<file path="config.mk">
export PLATFORM = sky130hd
export DESIGN_NAME = dmem_arbiter_flat
export DESIGN_NICKNAME = d
export VERILOG_FILES = /design/src/rtl/dmem_arbiter_if.sv /design/src/rtl/dmem_arbiter.sv /design/src/flat_wrapper.sv
export SDC_FILE = /design/constraint.sdc
export NUM_CORES = 1
export LEC_CHECK = 0
export ABC_AREA = 1
export CAP_MARGIN = 20
export CORE_AREA = 2 2 132 134
export DETAILED_ROUTE_END_ITERATION = 10
export DIE_AREA = 0 0 134 136
export HOLD_SLACK_MARGIN = 0.06
export PLACE_DENSITY = 0.68
export SKIP_LAST_GASP = 1
export SYNTH_ARGS = -nofsm -noshare
export SYNTH_HDL_FRONTEND = slang
export SYNTH_SLANG_ARGS = --single-unit
</file>
<file path="constraint.sdc">
create_clock -name clk -period 3.3 [get_ports clk]
set_clock_uncertainty 0.2 [all_clocks]
set_input_delay 0.825 -clock clk [delete_from_list [all_inputs] [get_ports clk]]
set_output_delay 0.825 -clock clk [all_outputs]
set_load 0.01 [all_outputs]
</file>
<file path="src/rtl/dmem_arbiter_if.sv">
// Bus bundle around dmem_arbiter: CPU (MEM stage) port, loader port, data_memory port.
// slave = the arbiter's view; master = the environment (CPU, loader and memory).
interface dmem_arbiter_if;
  logic        cpu_MemRead;
  logic        cpu_MemWrite;
  logic [31:0] cpu_address;
  logic [31:0] cpu_write_data;
  logic [31:0] cpu_read_data;
  logic        cpu_stall;

  // Loader handshake: a transfer happens on a posedge where ldr_valid & ldr_ready;
  // ldr_valid and its fields stay stable until then, ldr_ready never waits on anything
  // but arbitration, and read data returns one cycle later with a one-cycle ldr_rvalid.
  logic        ldr_valid;
  logic        ldr_write;
  logic [31:0] ldr_address;
  logic [31:0] ldr_write_data;
  logic        ldr_ready;
  logic [31:0] ldr_read_data;
  logic        ldr_rvalid;

  logic        MemRead;
  logic        MemWrite;
  logic [31:0] address;
  logic [31:0] write_data;
  logic [31:0] read_data;

  logic        err;
  logic [31:0] err_address;
  logic [3:0]  streak;

  modport slave (
    input  cpu_MemRead, cpu_MemWrite, cpu_address, cpu_write_data,
    output cpu_read_data, cpu_stall,
    input  ldr_valid, ldr_write, ldr_address, ldr_write_data,
    output ldr_ready, ldr_read_data, ldr_rvalid,
    output MemRead, MemWrite, address, write_data,
    input  read_data,
    output err, err_address, streak
  );

  modport master (
    output cpu_MemRead, cpu_MemWrite, cpu_address, cpu_write_data,
    input  cpu_read_data, cpu_stall,
    output ldr_valid, ldr_write, ldr_address, ldr_write_data,
    input  ldr_ready, ldr_read_data, ldr_rvalid,
    input  MemRead, MemWrite, address, write_data,
    output read_data,
    input  err, err_address, streak
  );
endinterface

</file>
<file path="src/rtl/dmem_arbiter.sv">
// Single-port data memory arbiter: CPU priority with a starvation guard for the loader,
// access-error screening, and a registered loader read-return path.
module dmem_arbiter #(
  parameter int SIZE       = 64,
  parameter int MAX_STREAK = 4
) (
  input logic          clk,
  input logic          reset,
  dmem_arbiter_if.slave bus
);

  localparam logic [3:0]  STREAK_MAX = 4'(MAX_STREAK);
  localparam logic [31:0] SIZE_W     = 32'(SIZE);

  logic [3:0]  streak_q;
  logic        err_q;
  logic [31:0] err_addr_q;
  logic        rvalid_q;
  logic [31:0] rdata_q;

  logic        cpu_req;
  logic        grant_cpu;
  logic        grant_ldr;
  logic        sel_rd;
  logic        sel_wr;
  logic [31:0] sel_addr;
  logic [31:0] sel_data;
  logic        acc_err;

  always_comb begin
    cpu_req   = bus.cpu_MemRead | bus.cpu_MemWrite;
    // Loader wins when alone, or when the CPU has used up its streak allowance.
    grant_ldr = bus.ldr_valid & (~cpu_req | (streak_q == STREAK_MAX));
    grant_cpu = cpu_req & ~grant_ldr;

    sel_rd   = 1'b0;
    sel_wr   = 1'b0;
    sel_addr = '0;
    sel_data = '0;
    if (grant_ldr) begin
      sel_rd   = ~bus.ldr_write;
      sel_wr   = bus.ldr_write;
      sel_addr = bus.ldr_address;
      sel_data = bus.ldr_write_data;
    end else if (grant_cpu) begin
      sel_rd   = bus.cpu_MemRead;
      sel_wr   = bus.cpu_MemWrite;
      sel_addr = bus.cpu_address;
      sel_data = bus.cpu_write_data;
    end

    acc_err = (grant_cpu | grant_ldr) &
              ((sel_addr[1:0] != 2'b00) | ({2'b00, sel_addr[31:2]} >= SIZE_W));
  end

  assign bus.MemRead    = sel_rd;
  assign bus.MemWrite   = sel_wr & ~acc_err;
  assign bus.address    = sel_addr;
  assign bus.write_data = sel_data;

  // Read+write together returns the pre-write word: the memory read is combinational.
  assign bus.cpu_read_data = (grant_cpu & bus.cpu_MemRead & ~acc_err) ? bus.read_data : '0;
  assign bus.cpu_stall     = cpu_req & grant_ldr;
  assign bus.ldr_ready     = grant_ldr;

  assign bus.ldr_rvalid    = rvalid_q;
  assign bus.ldr_read_data = rdata_q;
  assign bus.err           = err_q;
  assign bus.err_address   = err_addr_q;
  assign bus.streak        = streak_q;

  always_ff @(posedge clk) begin
    if (reset) begin
      streak_q   <= '0;
      err_q      <= 1'b0;
      err_addr_q <= '0;
      rvalid_q   <= 1'b0;
      rdata_q    <= '0;
    end else begin
      if (grant_cpu & bus.ldr_valid) begin
        if (streak_q != STREAK_MAX) streak_q <= streak_q + 4'd1;
      end else begin
        streak_q <= '0;
      end

      rvalid_q <= grant_ldr & ~bus.ldr_write;
      if (grant_ldr & ~bus.ldr_write) rdata_q <= acc_err ? '0 : bus.read_data;

      if (acc_err & ~err_q) begin
        err_q      <= 1'b1;
        err_addr_q <= sel_addr;
      end
    end
  end

endmodule

</file>
<file path="src/flat_wrapper.sv">
// flat-port wrapper written by rule: the top's interface ports become plain ports
module dmem_arbiter_flat 
#(
  parameter int SIZE       = 64,
  parameter int MAX_STREAK = 4
)
  (clk, reset, bus_cpu_MemRead, bus_cpu_MemWrite, bus_cpu_address, bus_cpu_write_data, bus_cpu_read_data, bus_cpu_stall, bus_ldr_valid, bus_ldr_write, bus_ldr_address, bus_ldr_write_data, bus_ldr_ready, bus_ldr_read_data, bus_ldr_rvalid, bus_MemRead, bus_MemWrite, bus_address, bus_write_data, bus_read_data, bus_err, bus_err_address, bus_streak);
  dmem_arbiter_if bus_i ();
  input logic clk;
  input logic reset;
  input wire logic [$bits(bus_i.cpu_MemRead)-1:0] bus_cpu_MemRead;
  input wire logic [$bits(bus_i.cpu_MemWrite)-1:0] bus_cpu_MemWrite;
  input wire logic [$bits(bus_i.cpu_address)-1:0] bus_cpu_address;
  input wire logic [$bits(bus_i.cpu_write_data)-1:0] bus_cpu_write_data;
  output wire logic [$bits(bus_i.cpu_read_data)-1:0] bus_cpu_read_data;
  output wire logic [$bits(bus_i.cpu_stall)-1:0] bus_cpu_stall;
  input wire logic [$bits(bus_i.ldr_valid)-1:0] bus_ldr_valid;
  input wire logic [$bits(bus_i.ldr_write)-1:0] bus_ldr_write;
  input wire logic [$bits(bus_i.ldr_address)-1:0] bus_ldr_address;
  input wire logic [$bits(bus_i.ldr_write_data)-1:0] bus_ldr_write_data;
  output wire logic [$bits(bus_i.ldr_ready)-1:0] bus_ldr_ready;
  output wire logic [$bits(bus_i.ldr_read_data)-1:0] bus_ldr_read_data;
  output wire logic [$bits(bus_i.ldr_rvalid)-1:0] bus_ldr_rvalid;
  output wire logic [$bits(bus_i.MemRead)-1:0] bus_MemRead;
  output wire logic [$bits(bus_i.MemWrite)-1:0] bus_MemWrite;
  output wire logic [$bits(bus_i.address)-1:0] bus_address;
  output wire logic [$bits(bus_i.write_data)-1:0] bus_write_data;
  input wire logic [$bits(bus_i.read_data)-1:0] bus_read_data;
  output wire logic [$bits(bus_i.err)-1:0] bus_err;
  output wire logic [$bits(bus_i.err_address)-1:0] bus_err_address;
  output wire logic [$bits(bus_i.streak)-1:0] bus_streak;
  assign bus_i.cpu_MemRead = bus_cpu_MemRead;
  assign bus_i.cpu_MemWrite = bus_cpu_MemWrite;
  assign bus_i.cpu_address = bus_cpu_address;
  assign bus_i.cpu_write_data = bus_cpu_write_data;
  assign bus_cpu_read_data = bus_i.cpu_read_data;
  assign bus_cpu_stall = bus_i.cpu_stall;
  assign bus_i.ldr_valid = bus_ldr_valid;
  assign bus_i.ldr_write = bus_ldr_write;
  assign bus_i.ldr_address = bus_ldr_address;
  assign bus_i.ldr_write_data = bus_ldr_write_data;
  assign bus_ldr_ready = bus_i.ldr_ready;
  assign bus_ldr_read_data = bus_i.ldr_read_data;
  assign bus_ldr_rvalid = bus_i.ldr_rvalid;
  assign bus_MemRead = bus_i.MemRead;
  assign bus_MemWrite = bus_i.MemWrite;
  assign bus_address = bus_i.address;
  assign bus_write_data = bus_i.write_data;
  assign bus_i.read_data = bus_read_data;
  assign bus_err = bus_i.err;
  assign bus_err_address = bus_i.err_address;
  assign bus_streak = bus_i.streak;
  dmem_arbiter #(.SIZE(SIZE), .MAX_STREAK(MAX_STREAK)) u_core (.clk(clk), .reset(reset), .bus(bus_i));
endmodule
</file>
==> summary.md, run 1 <==
| Metric | Value |
|---|---|
| Status | finished, violations left |
| Failing checks | negative setup slack |
| Initial core utilization | 23.90% |
| Area leader, netlist | dfxtp_1 |
| Final ANT Viol Nets | 0 |
| Place WS | -1.254 ns |
| Critical path arrival | 2.65 ns |
| Nets | 1,193 |
| Least-Margin Pin Slew | 0.7057 ns |
| Synth area leaders | dfxtp_1, nand2_1, nor2_1 |
| Share of cells above drive strength 1 | 24.27% |
| Worst IR Drop VDD | 208.7 uV |
| Tmin final | 3.675 ns |
| Final Max Slew Viols | 0 |
| Syn nets | 800 |
| Hold/Removal Path Class | reg -> reg |
| CTS Sinks | 70 |
| Crit Path Class | in -> out |
| Switching share of power | 26.57% |
| Hold Vio Cnt, Final | 0 |
| Final WS setup | -0.3750 ns |
| CP required | 2.27 ns |
| Async S/R FF share, synth | 0% |
| Clk Latency, worst-skew pair | 0.33 ns |
| Clk slew on worst S/H paths | 0.05 ns |
| DIE AREA | 0.01822 sq mm |
| Pin count of the biggest net entering global routing | 66 |
| Power Total | 2.664 mW |
| Mapped Cells | 632 |
| CP Capture Type | output port |
| Half-perimeter wire length after placement | 14,160 um |
| GRT Util Overall | 21.30% |
| GRT Residual Overflow | 0 |
| Cell Pwr Density | 297.5 mW/mm^2 |
| Hold Buf Count CTS | 0 |
| RePlAce Congestion | 0.8795 |
| H-tree levels | 3 |
| Clock tree root buffer cell | clkbuf_16 |
| Setup violators final | 34 |
| Startpoint types | primary input |
| Rows | 48 |
| Antenna violations before repair | 0 |
| Syn_area_per_cell | 6.383 sq um |
| Critical path peak fanout | 6 |
| WL per Instance | 16.07 um |
| Die Span Y | 136 um |
| N_diodes | 0 |
| Vias per cell | 4.500 |
| Clk pwr share | 36.4% |
| DR iter-0 viols | 272 |
| Clock Path Buffers | 2 |
| Slew HR | 52.89% |
| Hold depth | 2 |
| Comb pwr share | 30.1% |
| Pint | 1.956 mW |
| CTS tree | yes |
| Cells on worst reg2reg path | 18 |
| F_max | 272.1 MHz |
| Final Cycle Share | 111.4% |
| Yosys warns | 0 |
| IO Port Bufs | 335 |
| Num CTS Buffers | 9 |
| Final WL | 20,170 um |
| Core area | 0.01688 sq mm |
| Sw power | 707.7 uW |
| Part of the power in registers | 33.5% |
| #FFs+latches synth | 70 |
| Vias in the first global route | 5,541 |
| First-pass iteration count of the detailed router | 7 |
| Library cells used by synthesis | 29 |
| Top FF cell, synth | dfxtp_1 |
| Post-route DRC violation count | 0 |
| Die width | 134 um |
| Io pins | 336 |
| Routed vias | 5,647 |
| Global-route wire length before repair | 30,150 um |
| Layout filler cell count | 1,614 |
| Max cap viols | 0 |
| P&R area growth vs syn | 122.0% |
| Synth Cell Area | 0.004034 sq mm |
| Post-synth EDFFs | 0 |
| Synth top area share | 34.74% |
| RSZ-0062 raised after global routing | true |
| Sequential element share of the synthesized area | 34.74% |
| LEAKAGE | 4.228 nW |
-- per-stage QoR --
step                      hold slack (ns)  cell area [sq um]  std cells  utilization, %  TNS [ns]
after CTS                          0.2643               8697       1247           51.53    -11.94
after global routing               0.2820               8955       1255           53.06    -17.59
final                              0.2609               8955       1255           53.06    -11.10
after global placement             0.2509               7976       1202           47.26   -115.04
after detailed placement           0.2553               7976       1202           47.26   -121.59
after floorplan                    0.2803               4114        632               -         0
-- power groups by stage --
stage                     registers (mW)  logic (mW)  clock network [mW]
after global placement             0.908       0.758                   0
after CTS                          0.891       0.800                1.01
after floorplan                    0.923       0.238                   0
after global routing               0.895       0.863                1.03
final                              0.892       0.802               0.970
after detailed placement           0.909       0.759                   0
-- per-layer routing --
layer | track usage (%) | vias to the layer above | routed length [um]
li1 | - | 2828 | -
met5 | 0 | - | 0
met1 | 24.93 | 2560 | 7990
met3 | 3.542 | 38 | 1027
met2 | 38.55 | 221 | 10530
met4 | 8.747 | 0 | 614
-- registers in the layout, indices dropped and copies added (netlist names) --
name and count:
u_core.bus.err_address 32, u_core.bus.ldr_read_data 32, u_core.bus.streak 4, u_core.bus.err 1
u_core.bus.ldr_rvalid 1
-- layout make-up --
cell class / instances / area [sq um] / area share (%)
clock buffers: 12 / 256.5 / 2.864
clock inverters: 4 / 45.04 / 0.5030
inverters: 91 / 349.1 / 3.898
multi-input cells: 426 / 2457 / 27.44
flip-flops and latches: 70 / 1404 / 15.68
well taps: 225 / 281.5 / 3.144
repair buffers: 427 / 4161 / 46.47
-- kinds of logic after synthesis --
group	Yosys count	share of synthesized area, %
adders and majority gates	2	0.6202
xor gates and xnor gates	1	0.2172
AOI/OAI and AO/OA	111	17.99
and+or+nand+nor	310	32.57
DFF	70	34.74
buffers and inverters	138	13.86
-- worst max-delay path, cell delays in order --
cell and delay [ns]:
buf_2 0.13, buf_4 0.14, a21oi_4 0.08, bufbuf_16 0.29, a21oi_4 0.14, nand2_1 0.06
nor2_1 0.09, nand2_1 0.09, nor2_4 0.13, nand4_1 0.11, buf_6 0.17, clkbuf_16 0.16
nor2_1 0.09, buf_2 0.13
-- cell usage after synthesis, types with 2 or more instances --
library cell,number
nand4_1,33
a22o_1,32
nand3_1,37
nor2_2,2
a21oi_1,65
buf_4,4
inv_2,4
ha_1,2
nand2_1,131
buf_2,15
dfxtp_1,70
clkinv_1,2
buf_1,10
a22oi_1,5
nor2_1,104
a21oi_2,3
inv_1,85
clkbuf_1,17
-- placed cells by master (no fill, tap or decap), drive strengths merged --
master and count:
a211oi 2, a21oi 70, a22o 32, a22oi 5, buf 128, bufbuf 2, bufinv 1, clkbuf 31
clkdlybuf4s15 1, clkdlybuf4s50 232, clkinv 5, dfxtp 70, dlygate4sd2 33, dlymetal6s2s 12, ha 2, inv 89
nand2 132, nand3 38, nand4 33, nor2 107, o21a 1, o21ai 2, o21bai 1, xnor2 1
-- path summary, 6_finish.rpt --
kind	to	start	slack (ns)
worst min-delay path	u_core.bus.ldr_read_data[15]	u_core.bus.ldr_read_data[15]	0.26
worst max register to register	u_core.bus.err_address[0]	u_core.bus.streak[0]	0.25
worst min register to register	u_core.bus.ldr_read_data[15]	u_core.bus.ldr_read_data[15]	0.26
worst max-delay path	bus_cpu_read_data[19]	bus_ldr_valid	-0.37
-- repair_timing --
action,4_1_cts,5_1_grt
pin swaps,30,20
endpoints found under the setup margin,133,67
gates resized for setup,278,103
buffers inserted,21,7
gates cloned,9,1
(Power assumes the default switching activity.)
==> run 2: changes to the inputs <==
--- a/config.mk
+++ b/config.mk
@@ -7,12 +7,13 @@
 export LEC_CHECK = 0
 export ABC_AREA = 1
 export CAP_MARGIN = 20
-export CORE_AREA = 2 2 132 134
+export CORE_ASPECT_RATIO = 0.5
+export CORE_UTILIZATION = 30
 export DETAILED_ROUTE_END_ITERATION = 10
-export DIE_AREA = 0 0 134 136
 export HOLD_SLACK_MARGIN = 0.06
-export PLACE_DENSITY = 0.68
+export PLACE_DENSITY = 0.84
 export SKIP_LAST_GASP = 1
+export SLEW_MARGIN = 20
 export SYNTH_ARGS = -nofsm -noshare
 export SYNTH_HDL_FRONTEND = slang
 export SYNTH_SLANG_ARGS = --single-unit
==> constraint.sdc (replaced) <==
create_clock -name clk -period 3.1 [get_ports clk]
set_clock_uncertainty 0.2 [all_clocks]
set_input_delay 0.775 -clock clk [delete_from_list [all_inputs] [get_ports clk]]
set_output_delay 0.775 -clock clk [all_outputs]
set_load 0.01 [all_outputs]
==> summary.md, run 2 (synthesis results as in run 1) <==
| Metric | Value |
|---|---|
| Share of cells above drive strength 1 | 22.84% (-1.4 points) |
| Cell Pwr Density | 334.3 mW/mm^2 (+12%) |
| Final Max Slew Viols | 0 (unchanged) |
| Switching share of power | 27.79% (+1.2 points) |
| Nets | 1,192 (-0.084%) |
| H-tree levels | 3 (unchanged) |
| Vias in the first global route | 5,666 (+2.3%) |
| Clock tree root buffer cell | clkbuf_16 |
| Final WL | 21,940 um (+8.8%) |
| Crit Path Class | reg -> out |
| Final Cycle Share | 119.8% |
| Initial core utilization | 31.32% (+7.4 points) |
| Rows | 29 (-40%) |
| F_max | 269.4 MHz |
| Io pins | 336 (unchanged) |
| RSZ-0062 raised after global routing | true |
| Tmin final | 3.713 ns |
| Cell Area, Placed | 0.007980 sq mm (about the same) |
| Pint | 2.093 mW (+7.0%) |
| Global-route wire length before repair | 30,590 um (+1.5%) |
| Pin count of the biggest net entering global routing | 66 (unchanged) |
| Least-Margin Pin Slew | 1.050 ns (+0.3446 ns) |
| Clk Latency, worst-skew pair | 0.34 ns (about the same) |
| Hold/Removal Path Class | reg -> reg |
| Post-route cell area | 0.008668 sq mm (-3.2%) |
| Routed vias | 6,103 (+8.1%) |
| GRT Util Overall | 28.02% (+6.7 points) |
| CTS tree | yes |
| DR iter-0 viols | 497 (+83%) |
| Core area | 0.01288 sq mm (-24%) |
| First-pass iteration count of the detailed router | 11 (+4) |
| Comb pwr share | 30.3% (+0.2 points) |
| Clk pwr share | 36.9% (+0.5 points) |
| Vias per cell | 5.090 (+13%) |
| Die width | 166.0 um (+24%) |
| Status | finished, violations left |
| Hold_ws | 0.2628 ns (+0.001908 ns) |
| P&R area growth vs syn | 114.9% |
| Final WS setup | -0.6126 ns (-0.2377 ns) |
| Commonest non-fill, non-tap cells in the layout | clkdlybuf4s50_1, nand2_1, inv_1 |
| Startpoint types | flip-flop |
| Hold Buf Count CTS | 0 (unchanged) |
| CP Capture Type | output port |
| Sw power | 805.5 uW (+14%) |
| Place WS | -1.413 ns (-0.1592 ns) |
| Setup violators final | 83 (+140%) |
| Num CTS Buffers | 9 (unchanged) |
| Worst IR Drop VDD | 285.0 uV (+37%) |
| Commonest non-fill, non-tap cell in the layout | clkdlybuf4s50_1 |
| N_diodes | 0 (unchanged) |
| Part of the power in registers | 32.8% (-0.7 points) |
| Max cap viols | 0 (unchanged) |
| DIE AREA | 0.01394 sq mm (-23%) |
| CP required | 2.12 ns (-0.15 ns) |
| Critical path peak fanout | 15 (+9) |
| Final ANT Viol Nets | 0 (unchanged) |
| GRT Residual Overflow | 0 (unchanged) |
| Failing checks | design-rule violations, negative setup slack |
| Die Span Y | 84.00 um (-38%) |
| LEAKAGE | 4.285 nW (+1.3%) |
| Clock Path Buffers | 2 (unchanged) |
| Hold Vio Cnt, Final | 0 (unchanged) |
| Antenna violations before repair | 0 (unchanged) |
| Clk slew on worst S/H paths | 0.06 ns (about the same) |
| CTS Sinks | 70 (unchanged) |
| Post-route DRC violation count | 3 (+3) |
| Half-perimeter wire length after placement | 14,680 um (+3.7%) |
| Critical path arrival | 2.74 ns (+0.09 ns) |
| IO Port Bufs | 335 (unchanged) |
| RePlAce Congestion | 0.9986 (+14%) |
| Slew HR | 29.88% (-23 points) |
| Power Total | 2.898 mW (+8.8%) |
| WL per Instance | 18.30 um (+14%) |
==> run 2: cell types whose count changed in the layout (fill, tap and decap cells not counted), moves of 6 or more <==
cell	previous run	this run
dlygate4sd2_1	33	20
nand2_2	20	14
nand2_1	109	117
clkbuf_2	18	11
buf_6	25	17
dlymetal6s2s_1	12	23
buf_2	16	35
nor2_4	23	6
nor2_2	16	28
==> run 2: metrics by stage <==
step | std cells | setup TNS (ns) | util (%)
final | 1199 | -23.49 | 67.29
after global routing | 1199 | -29.18 | 67.29
after CTS | 1175 | -25.04 | 64.52
after detailed placement | 1149 | -118.15 | 61.95
after global placement | 1149 | -107.65 | 61.95
after floorplan | 632 | -1.537 | -
==> run 2: area by class of cell <==
class | count | area, sq um
Inverter | 91 | 354.1
Sequential cell | 70 | 1404
Clock inverter | 3 | 42.54
Tap cell | 170 | 212.7
Multi-Input combinational cell | 425 | 2302
Timing Repair Buffer | 427 | 4093
Clock buffer | 13 | 260.3
Fill cell | 962 | 4213
==> run 2: what timing repair did <==
action | in CTS | in global routing
setup endpoints to repair | 135 | 87
resized for setup | 210 | 122
setup buffers | 7 | 22
cloned | 3 | 5
pin swaps | 17 | 26
==> run 2: worst max-delay path, stage by stage, from the launching register on <==
cell and delay [ns]:
dfxtp_2 0.32, inv_2 0.07, ha_4 0.16, nand2_2 0.07, nor2_4 0.15, a21oi_4 0.10, buf_12 0.16, nand2_1 0.08
nand2_2 0.10, nor2_1 0.18, nand3_2 0.13, nor2_4 0.15, nand4_1 0.16, buf_6 0.19, buf_8 0.15, nor2_2 0.09
buf_2 0.14
==> run 2: final timing paths <==
| kind | from | endpoint | slack [ns] | cells past startpoint |
|---|---|---|---|---|
| max | u_core.bus.streak[0] | bus_cpu_read_data[19] | -0.61 | 16 |
| max reg2reg | u_core.bus.streak[0] | u_core.bus.err_address[0] | -0.01 | 16 |
| min | u_core.bus.ldr_read_data[25] | u_core.bus.ldr_read_data[25] | 0.26 | 2 |
| min reg2reg | u_core.bus.ldr_read_data[25] | u_core.bus.ldr_read_data[25] | 0.26 | 2 |
==> run 2: metal layers <==
metal | wire [um] | part of all wire [%] | track usage (%) | vias up
li1 | - | - | - | 2820
met1 | 8396 | 38 | 32.46 | 2847
met2 | 10830 | 49 | 50.17 | 350
met3 | 1710 | 7.8 | 5.737 | 86
met4 | 1001 | 4.6 | 12.40 | 0
met5 | 0 | 0 | 0 | -
==> run 2: power by group through the flow <==
stage	sequential, mW	clock (mW)	combinational (mW)
floorplan	0.983	0	0.257
global placement	0.966	0	0.809
detailed placement	0.968	0	0.820
CTS	0.949	1.07	0.824
global route	0.954	1.11	0.927
finish	0.951	1.07	0.877
